<file path="src/rtl/dm_store_buffer.sv">
// Store buffer between CPU and data memory: FIFO of pending word stores with load-hit detection.
// Latency: a store enqueues on the clock edge and is presented to memory the next cycle.
// Backpressure: cpu_stall when storing into a full buffer or loading a word that is still pending.
module dm_store_buffer #(
    parameter int DEPTH = 4
) (
    input  logic                       clk,
    input  logic                       reset,
    input  logic                       cpu_we,
    input  logic                       cpu_re,
    input  logic [31:0]                cpu_addr,
    input  logic [31:0]                cpu_wdata,
    input  logic [3:0]                 cpu_be,
    output logic                       cpu_stall,
    output logic                       dm_we,
    output logic [29:0]                dm_addr,
    output logic [31:0]                dm_din,
    output logic [3:0]                 dm_be,
    input  logic                       dm_ready,
    output logic                       sb_empty,
    output logic [$clog2(DEPTH):0]     sb_count
);

    localparam int AW = $clog2(DEPTH);
    localparam int CW = AW + 1;

    logic [29:0]   addr_q [DEPTH];
    logic [31:0]   data_q [DEPTH];
    logic [3:0]    be_q   [DEPTH];
    logic [DEPTH-1:0] vld_q, vld_d;
    logic [AW-1:0] head_q, head_d;
    logic [AW-1:0] tail_q, tail_d;
    logic [CW-1:0] count_q, count_d;

    logic full, empty, hit_any, load_hit, load_own, enq, deq;
    logic unused_addr_lsb;

    // Byte offset is irrelevant: matching and memory access are word-granular.
    assign unused_addr_lsb = ^cpu_addr[1:0];

    // Hit detection, port arbitration and stall; stall never looks at dm_ready.
    always_comb begin
        full    = (count_q == CW'(DEPTH));
        empty   = (count_q == '0);
        hit_any = 1'b0;
        for (int i = 0; i < DEPTH; i++) begin
            if (vld_q[i] && (addr_q[i] == cpu_addr[31:2])) begin
                hit_any = 1'b1;
            end
        end
        load_hit  = cpu_re && !cpu_we && hit_any;
        load_own  = cpu_re && !cpu_we && !hit_any;
        cpu_stall = (cpu_we && full) || load_hit;
        dm_we     = !reset && !load_own && !empty;
        dm_addr   = dm_we ? addr_q[head_q] : cpu_addr[31:2];
        dm_din    = data_q[head_q];
        dm_be     = be_q[head_q];
        sb_empty  = reset || empty;
        sb_count  = reset ? '0 : count_q;
        enq       = cpu_we && !full;
        deq       = dm_we && dm_ready;
    end

    // Next-state for pointers, occupancy and per-entry valid bits.
    always_comb begin
        head_d  = head_q;
        tail_d  = tail_q;
        count_d = count_q;
        vld_d   = vld_q;
        if (deq) begin
            head_d        = head_q + AW'(1);
            vld_d[head_q] = 1'b0;
        end
        if (enq) begin
            tail_d        = tail_q + AW'(1);
            vld_d[tail_q] = 1'b1;
        end
        case ({enq, deq})
            2'b10:   count_d = count_q + CW'(1);
            2'b01:   count_d = count_q - CW'(1);
            default: count_d = count_q;
        endcase
    end

    // Control state; reset overrides any simultaneous store or drain.
    always_ff @(posedge clk) begin
        if (reset) begin
            head_q  <= '0;
            tail_q  <= '0;
            count_q <= '0;
            vld_q   <= '0;
        end else begin
            head_q  <= head_d;
            tail_q  <= tail_d;
            count_q <= count_d;
            vld_q   <= vld_d;
        end
    end

    // Entry payload; contents are meaningless unless the matching valid bit is set.
    always_ff @(posedge clk) begin
        if (enq && !reset) begin
            addr_q[tail_q] <= cpu_addr[31:2];
            data_q[tail_q] <= cpu_wdata;
            be_q[tail_q]   <= cpu_be;
        end
    end

endmodule

</file>
<file path="config.mk">
export PLATFORM = sky130hd
export DESIGN_NAME = dm_store_buffer
export DESIGN_NICKNAME = d
export VERILOG_FILES = /design/src/rtl/dm_store_buffer.sv
export SDC_FILE = /design/constraint.sdc
export NUM_CORES = 1
export LEC_CHECK = 0
export ABC_AREA = 1
export BUFFER_PORTS_ARGS = -buffer_cell sky130_fd_sc_hd__buf_2
export CAP_MARGIN = 0
export CORE_MARGIN = 2
export CORE_UTILIZATION = 55
export DETAILED_ROUTE_END_ITERATION = 8
export GPL_ROUTABILITY_DRIVEN = 1
export GPL_TIMING_DRIVEN = 1
export PLACE_DENSITY = 0.76
export SYNTH_ARGS = -nofsm -noshare
export SYNTH_HDL_FRONTEND = slang
export SYNTH_SLANG_ARGS = --single-unit
export TNS_END_PERCENT = 50
</file>
<file path="constraint.sdc">
create_clock -name clk -period 3.6 [get_ports clk]
set_input_delay 0.54 -clock clk [delete_from_list [all_inputs] [get_ports clk]]
set_output_delay 0.54 -clock clk [all_outputs]
set_load 0.03 [all_outputs]
</file>
==> results.ini, run 1 <==
[layout]
final_nets=1586
final_layout_size_suffix_gt1_share_pct=15.6
syn2layout_area_growth_pct=15.8
post-route-util_pct=64.4

[logic_synthesis]
synthDistinctLibCells=27
synth_most_common_cell=nand2_1
synthTopCellsByArea=edfxtp_1, nand2_1, o21ai_0
yosysTopAreaCell=edfxtp_1
synthArstFlopShare_pct=0
synthCells=1364
ys_warn_count=0
synth-seq-area-share_pct=63.1
synthTopCellsByCount=nand2_1, edfxtp_1, o21ai_0
yosys_most_used_dff=edfxtp_1
netlist.area_leader.share_pct=61.1
synth_area_um2=13000
synth_area_per_cell_um2=9.51
yosys_register_bits=277
synth_edf_count=264
syn_nets=1447

[floorplanning]
die_area_um2=24800
pin_count=145
die_h_um=158
initial_core_util_pct=55.6
die-width_um=158
coreArea_um2=23300
fp-row-count=56

[clock_network]
cts_root_buf=clkbuf_16
cts.hold.buffers_added=0
htree_levels=1
clk_pin_slew_worst_paths_ns=0.06
numCtsBuffers=29
post_cts_buffers=0
clk_path_buf_depth=3
cts.sink_count=277
post_cts_resized=0
cts_tree=done
clk_latency_ns=0.54

[detailed_routing]
antenna_left=0
drc_errors=0
via_per_inst=5.33
drtIter0Drc=904
routed_wire_length_per_instance_um=16.5
wl_um=30400
dr.pass1.iters=5
vias=9845

[hold_path]
hold_start=cpu_wdata[22]
min_to=data_q[2][22]$_DFFE_PP_
hp-class=in2reg
worstHoldPathCells=1

[global_route]
grt_pass1_vias=9209
grt_max_degree=99
grt_usage_pct=24.5
grt-ovfl-total=0
grt_pass1_wl_um=46900
antenna_found_initial=3

[setup_path]
critPathLaunchType=register
end_kind=primary output
cp_common_cell=nor2_1
crit_chain=xnor2_1, nand3_1, nor2_1, nand2_1, nor2_1, nor2_2, nand3_4, nand2_4, buf_12, o21ai_1, inv_1, buf_2
crit_arrival_ns=2.86
reg2reg_setup_slack_ns=0.80
crit_type=reg2out
r2r_start=addr_q[2][10]$_DFFE_PP_
required_ns=3.06
worstRegToRegCells=16
slowest_stage=edfxtp_1
slowest_delay_ns=0.40
regToRegEndpoint=count_q[2]$_SDFFE_PP0P_
crit_fanout=19

[power_and_ir_drop]
comb_power_share_pct=16.5
seqPwrFrac_pct=46.0
switching_share_pct=27.2
p_int_mw=5.83
pwr_density_cell_nw_per_um2=533
p_switching_mw=2.18
p_clk_share_pct=37.5
ir_worst_vdd_mv=0.545
leakagePower_nw=6.27

[sta]
timing.final.crit_share_pct=94.5
slew_viol_final=0
tns_ns=0
setup_viol=0
fmax_ghz=0.294
finalHoldViolCount=0
rsz0062_at_grt=no
tightest_slew_ns=0.904
clock_skew_ns=0.0107
slew_headroom_pct=39.7
min_period_ns=3.40

[placement]
gp_congestion=0.934
numPortBuffers=142
dp_hpwl_um=19700

[flow_run]
drv_cap=0

[run_status]
status=complete, no violations

-- worst max path at each step --
| stage | startpoint | end | slack (ns) | depth (start not counted) |
|---|---|---|---|---|
| 3_5_place_dp | cpu_addr[4] | dm_addr[17] | 0.40 | 17 |
| 6_report | addr_q[2][10]$_DFFE_PP_ | dm_addr[25] | 0.20 | 12 |
| 3_3_place_gp | cpu_addr[21] | dm_addr[17] | 0.45 | 17 |
| 2_1_floorplan | reset | dm_addr[9] | 0.34 | 8 |
| 5_1_grt | addr_q[0][7]$_DFFE_PP_ | dm_addr[29] | 0.0008 | 14 |
| 4_1_cts | addr_q[2][10]$_DFFE_PP_ | dm_addr[29] | 0.19 | 12 |
-- cells by family (layout without fill, tap and decap cells) --
logic type,count (synthesis),in the layout,share of synthesized area [%]
compound gates,314,314,12.5
xor+xnor,13,13,0.877
fa+ha+maj,10,10,1.02
buf+inv,222,381,6.81
flops,277,277,63.1
other cells,0,4,0
simple gates,528,528,15.6
-- per-stage QoR --
stage	cells	total power [mW]	hold WS (ns)	worst slack (ns)	cell area, um^2
2_1_floorplan	1364	4.64	0.444	0.343	13000
3_3_place_gp	1791	5.04	0.459	0.448	14000
3_5_place_dp	1791	5.07	0.486	0.400	14000
4_1_cts	1842	8.06	0.201	0.186	15000
5_1_grt	1843	8.33	0.207	0.000801	15000
6_report	1846	8.01	0.216	0.199	15000
-- cell type report --
class                   count  area [um^2]
clock inverters            20          234
diodes                      4         10.0
clock buffers              31          733
fillers                  1900         8310
repair buffers            158          906
multi-input cells         865         3910
inverters                 172          646
flip-flops and latches    277         8190
well taps                 319          399
-- power groups by stage --
stage	registers [mW]	clock network, mW	logic (mW)
2_1_floorplan	3.75	0	0.893
5_1_grt	3.70	3.18	1.46
6_report	3.69	3.00	1.32
3_5_place_dp	3.76	0	1.32
3_3_place_gp	3.75	0	1.29
4_1_cts	3.69	3.05	1.32
-- registers in the layout, summed over array words and instances, names as in the netlist, named ones only --
signal / count
data_q: 128
addr_q: 120
be_q: 16
vld_q: 4
count_q: 3
head_q: 2
tail_q: 2
-- critical path: cells and delay by family, from the launching register on --
family                 cells  cell delay (ns)
XOR/XNOR                   1             0.30
AND/OR/NAND/NOR            7             0.89
buffers and inverters      3             0.47
AO/OA/AOI/OAI              1             0.26
flip-flops                 1             0.40
-- per-layer routing --
layer / part of all wire (%) / wire length (um) / GRT usage [%] / up-vias
li1: - / - / - / 4838
met1: 40 / 12300 / 31.6 / 4567
met2: 48 / 14500 / 41.0 / 367
met3: 8.8 / 2690 / 5.31 / 73
met4: 3.2 / 960 / 8.66 / 0
met5: 0 / 0 / 0 / -
-- placed cells by master (no fill, tap or decap), types with 7 or more instances in the layout --
| cell type | synthesis | routed |
|---|---|---|
| a21oi_1 | 64 | 64 |
| buf_2 | 1 | 142 |
| buf_4 | 1 | 10 |
| clkbuf_16 | 0 | 29 |
| clkinv_1 | 1 | 7 |
| dfxtp_1 | 13 | 11 |
| edfxtp_1 | 264 | 264 |
| ha_1 | 9 | 9 |
| inv_1 | 149 | 143 |
| inv_2 | 22 | 28 |
| nand2_1 | 343 | 343 |
| nor2_1 | 169 | 169 |
| o21ai_0 | 176 | 176 |
| o21ai_1 | 35 | 35 |
| o22ai_1 | 36 | 36 |
| xnor2_1 | 10 | 10 |
Note: power is estimated with default switching activity, not from simulation.
==> inputs of run 2 (changes only) <==
- CTS_BUF_LIST: unset -> sky130_fd_sc_hd__clkbuf_8
==> results.ini, run 2 (synthesized netlist as in run 1, its figures left out) <==
[clock_network]
htree_levels=2  ; was 1
cts.sink_count=277  ; unchanged
post_cts_resized=0  ; unchanged
clk_latency_ns=0.56  ; was 0.54 ns
cts_root_buf=clkbuf_8  ; was clkbuf_16
cts_tree=done  ; unchanged
numCtsBuffers=45  ; was 29
cts.hold.buffers_added=0  ; unchanged
clk_path_buf_depth=3  ; unchanged
post_cts_buffers=0  ; unchanged
clk_pin_slew_worst_paths_ns=0.06  ; about the same

[sta]
worst_slack_ns=0.221  ; was 0.199 ns
tns_ns=0  ; unchanged
clock_skew_ns=0.0304  ; was 0.0107 ns
slew_viol_final=0  ; unchanged
slew_headroom_pct=39.6  ; was 39.7%
setup_viol=0  ; unchanged
min_period_ns=3.38  ; was 3.40 ns
holdWs_ns=0.194  ; was 0.216 ns
timing.final.crit_share_pct=93.9  ; was 94.5%
tightest_slew_ns=0.906  ; was 0.904 ns
fmax_ghz=0.296  ; was 0.294 GHz
finalHoldViolCount=0  ; unchanged
rsz0062_at_grt=no  ; unchanged

[layout]
post-route-util_pct=63.9  ; was 64.4%
final_nets=1602  ; was 1,586
fill_cells=1928  ; was 1,900
final_layout_size_suffix_gt1_share_pct=16.3  ; was 15.6%
postLayoutCellArea_um2=14900  ; was 15,000 um^2
syn2layout_area_growth_pct=15.0  ; was 15.8%
top_register=data_q  ; unchanged
mostFrequentLayoutCells=nand2_1, edfxtp_1, o21ai_0  ; unchanged
largestRegisters=data_q (128), addr_q (120), be_q (16)  ; unchanged
final_common_cell=nand2_1  ; unchanged
largest_reg_flops=128  ; unchanged

[detailed_routing]
antenna_left=0  ; unchanged
drc_errors=0  ; unchanged
wl_um=30500  ; was 30,400 um
routed_wire_length_per_instance_um=16.3  ; was 16.5 um
vias=9874  ; was 9,845
via_per_inst=5.26  ; was 5.33
dr.pass1.iters=7  ; was 5
drtIter0Drc=772  ; was 904

[floorplanning]
coreArea_um2=23300  ; unchanged
initial_core_util_pct=55.6  ; unchanged
fp-row-count=56  ; unchanged
pin_count=145  ; unchanged
die_h_um=158  ; unchanged
die_area_um2=24800  ; unchanged
die-width_um=158  ; unchanged

[setup_path]
slowest_stage=edfxtp_1  ; unchanged
critPathTopFamily=simple AND/OR/NAND/NOR gates  ; unchanged
slowest_delay_ns=0.41  ; was 0.40 ns
worstRegToRegCells=16  ; unchanged
crit_arrival_ns=2.84  ; was 2.86 ns
regToRegEndpoint=count_q[2]$_SDFFE_PP0P_  ; unchanged
crit_fanout=19  ; unchanged
crit_chain=xnor2_1, nand3_1, nor2_1, nand2_1, nor2_1, nor2_2, nand3_4, nand2_8, buf_12, o21ai_1, inv_1, buf_2  ; was xnor2_1, nand3_1, nor2_1, nand2_1, nor2_1, nor2_2, nand3_4, nand2_4, buf_12, o21ai_1, inv_1, buf_2
r2r_start=addr_q[0][6]$_DFFE_PP_  ; was addr_q[2][10]$_DFFE_PP_
worstSetupStartpoint=addr_q[0][6]$_DFFE_PP_  ; was addr_q[2][10]$_DFFE_PP_
critPathBufInv=3  ; unchanged
required_ns=3.06  ; about the same
cp_common_cell=nor2_1  ; unchanged
critPathLaunchType=register  ; unchanged
crit_type=reg2out  ; unchanged
reg2reg_setup_slack_ns=0.76  ; was 0.80 ns
end_kind=primary output  ; unchanged

[placement]
numPortBuffers=142  ; unchanged
place_ws_ns=0.400  ; unchanged
place_area_um2=14000  ; unchanged
dp_hpwl_um=19700  ; unchanged
gp_congestion=0.934  ; unchanged

[power_and_ir_drop]
pwr_density_cell_nw_per_um2=508  ; was 533 nW/um^2
ir_worst_vdd_mv=0.395  ; was 0.545 mV
leakagePower_nw=6.29  ; was 6.27 nW

[global_route]
grt_pass1_vias=9393  ; was 9,209
grt-ovfl-total=0  ; unchanged
antenna_found_initial=3  ; unchanged
grt_pass1_wl_um=47300  ; was 46,900 um
grt_usage_pct=24.8  ; was 24.5%
grt_max_degree=99  ; unchanged

[hold_path]
hp-class=in2reg  ; unchanged
hold_start=cpu_wdata[22]  ; unchanged
worstHoldPathCells=1  ; unchanged
min_to=data_q[2][22]$_DFFE_PP_  ; unchanged

[run_status]
status=complete, no violations  ; unchanged

[flow_run]
drv_cap=0  ; unchanged

run 2: where the power goes:
group	switching (mW)	leakage (nW)	internal, mW
clock network	1.22	0.488	1.34
registers	0.0431	2.51	3.65
logic	0.954	3.29	0.368
total	2.22	6.29	5.36
run 2: worst max-delay path by stage:
stage	endpoint	slack, ns	cells past startpoint
after floorplan	dm_addr[9]	0.34	8
after global placement	dm_addr[17]	0.45	17
after detailed placement	dm_addr[17]	0.40	17
after CTS	dm_addr[29]	0.16	12
after global routing	dm_addr[21]	0.02	14
final	dm_addr[29]	0.22	12
run 2: metrics by stage:
| stage | power, mW | instances |
|---|---|---|
| after floorplan | 4.64 | 1364 |
| after global placement | 5.04 | 1791 |
| after detailed placement | 5.07 | 1791 |
| after CTS | 7.62 | 1874 |
| after global routing | 7.91 | 1875 |
| final | 7.58 | 1878 |
run 2: metal layers:
metal / up-vias / global-route usage, % / part of all wire, %
met5: - / 0 / 0
met4: 0 / 9.44 / 3.3
li1: 4882 / - / -
met3: 80 / 6.52 / 9.1
met1: 4539 / 30.7 / 40
met2: 373 / 41.9 / 47
run 2: area by class of cell:
class	count	area, um^2	share of cell area, %
Multi-Input combinational cell	865	3910	26.2
Tap cell	319	399	2.68
Clock buffer	46	633	4.24
Timing Repair Buffer	158	906	6.07
Clock inverter	37	218	1.46
Sequential cell	277	8190	54.9
Antenna cell	4	10.0	0.0671
Inverter	172	646	4.33
run 2: worst register-to-register path: cells and delay by family (launching register included):
family,cells,cell delay [ns]
buffers and inverters,2,0.15
and+or+nand+nor,7,0.89
adders and majority gates,2,0.52
AOI/OAI and AO/OA,4,0.48
DFF,1,0.41
xor gates and xnor gates,1,0.26
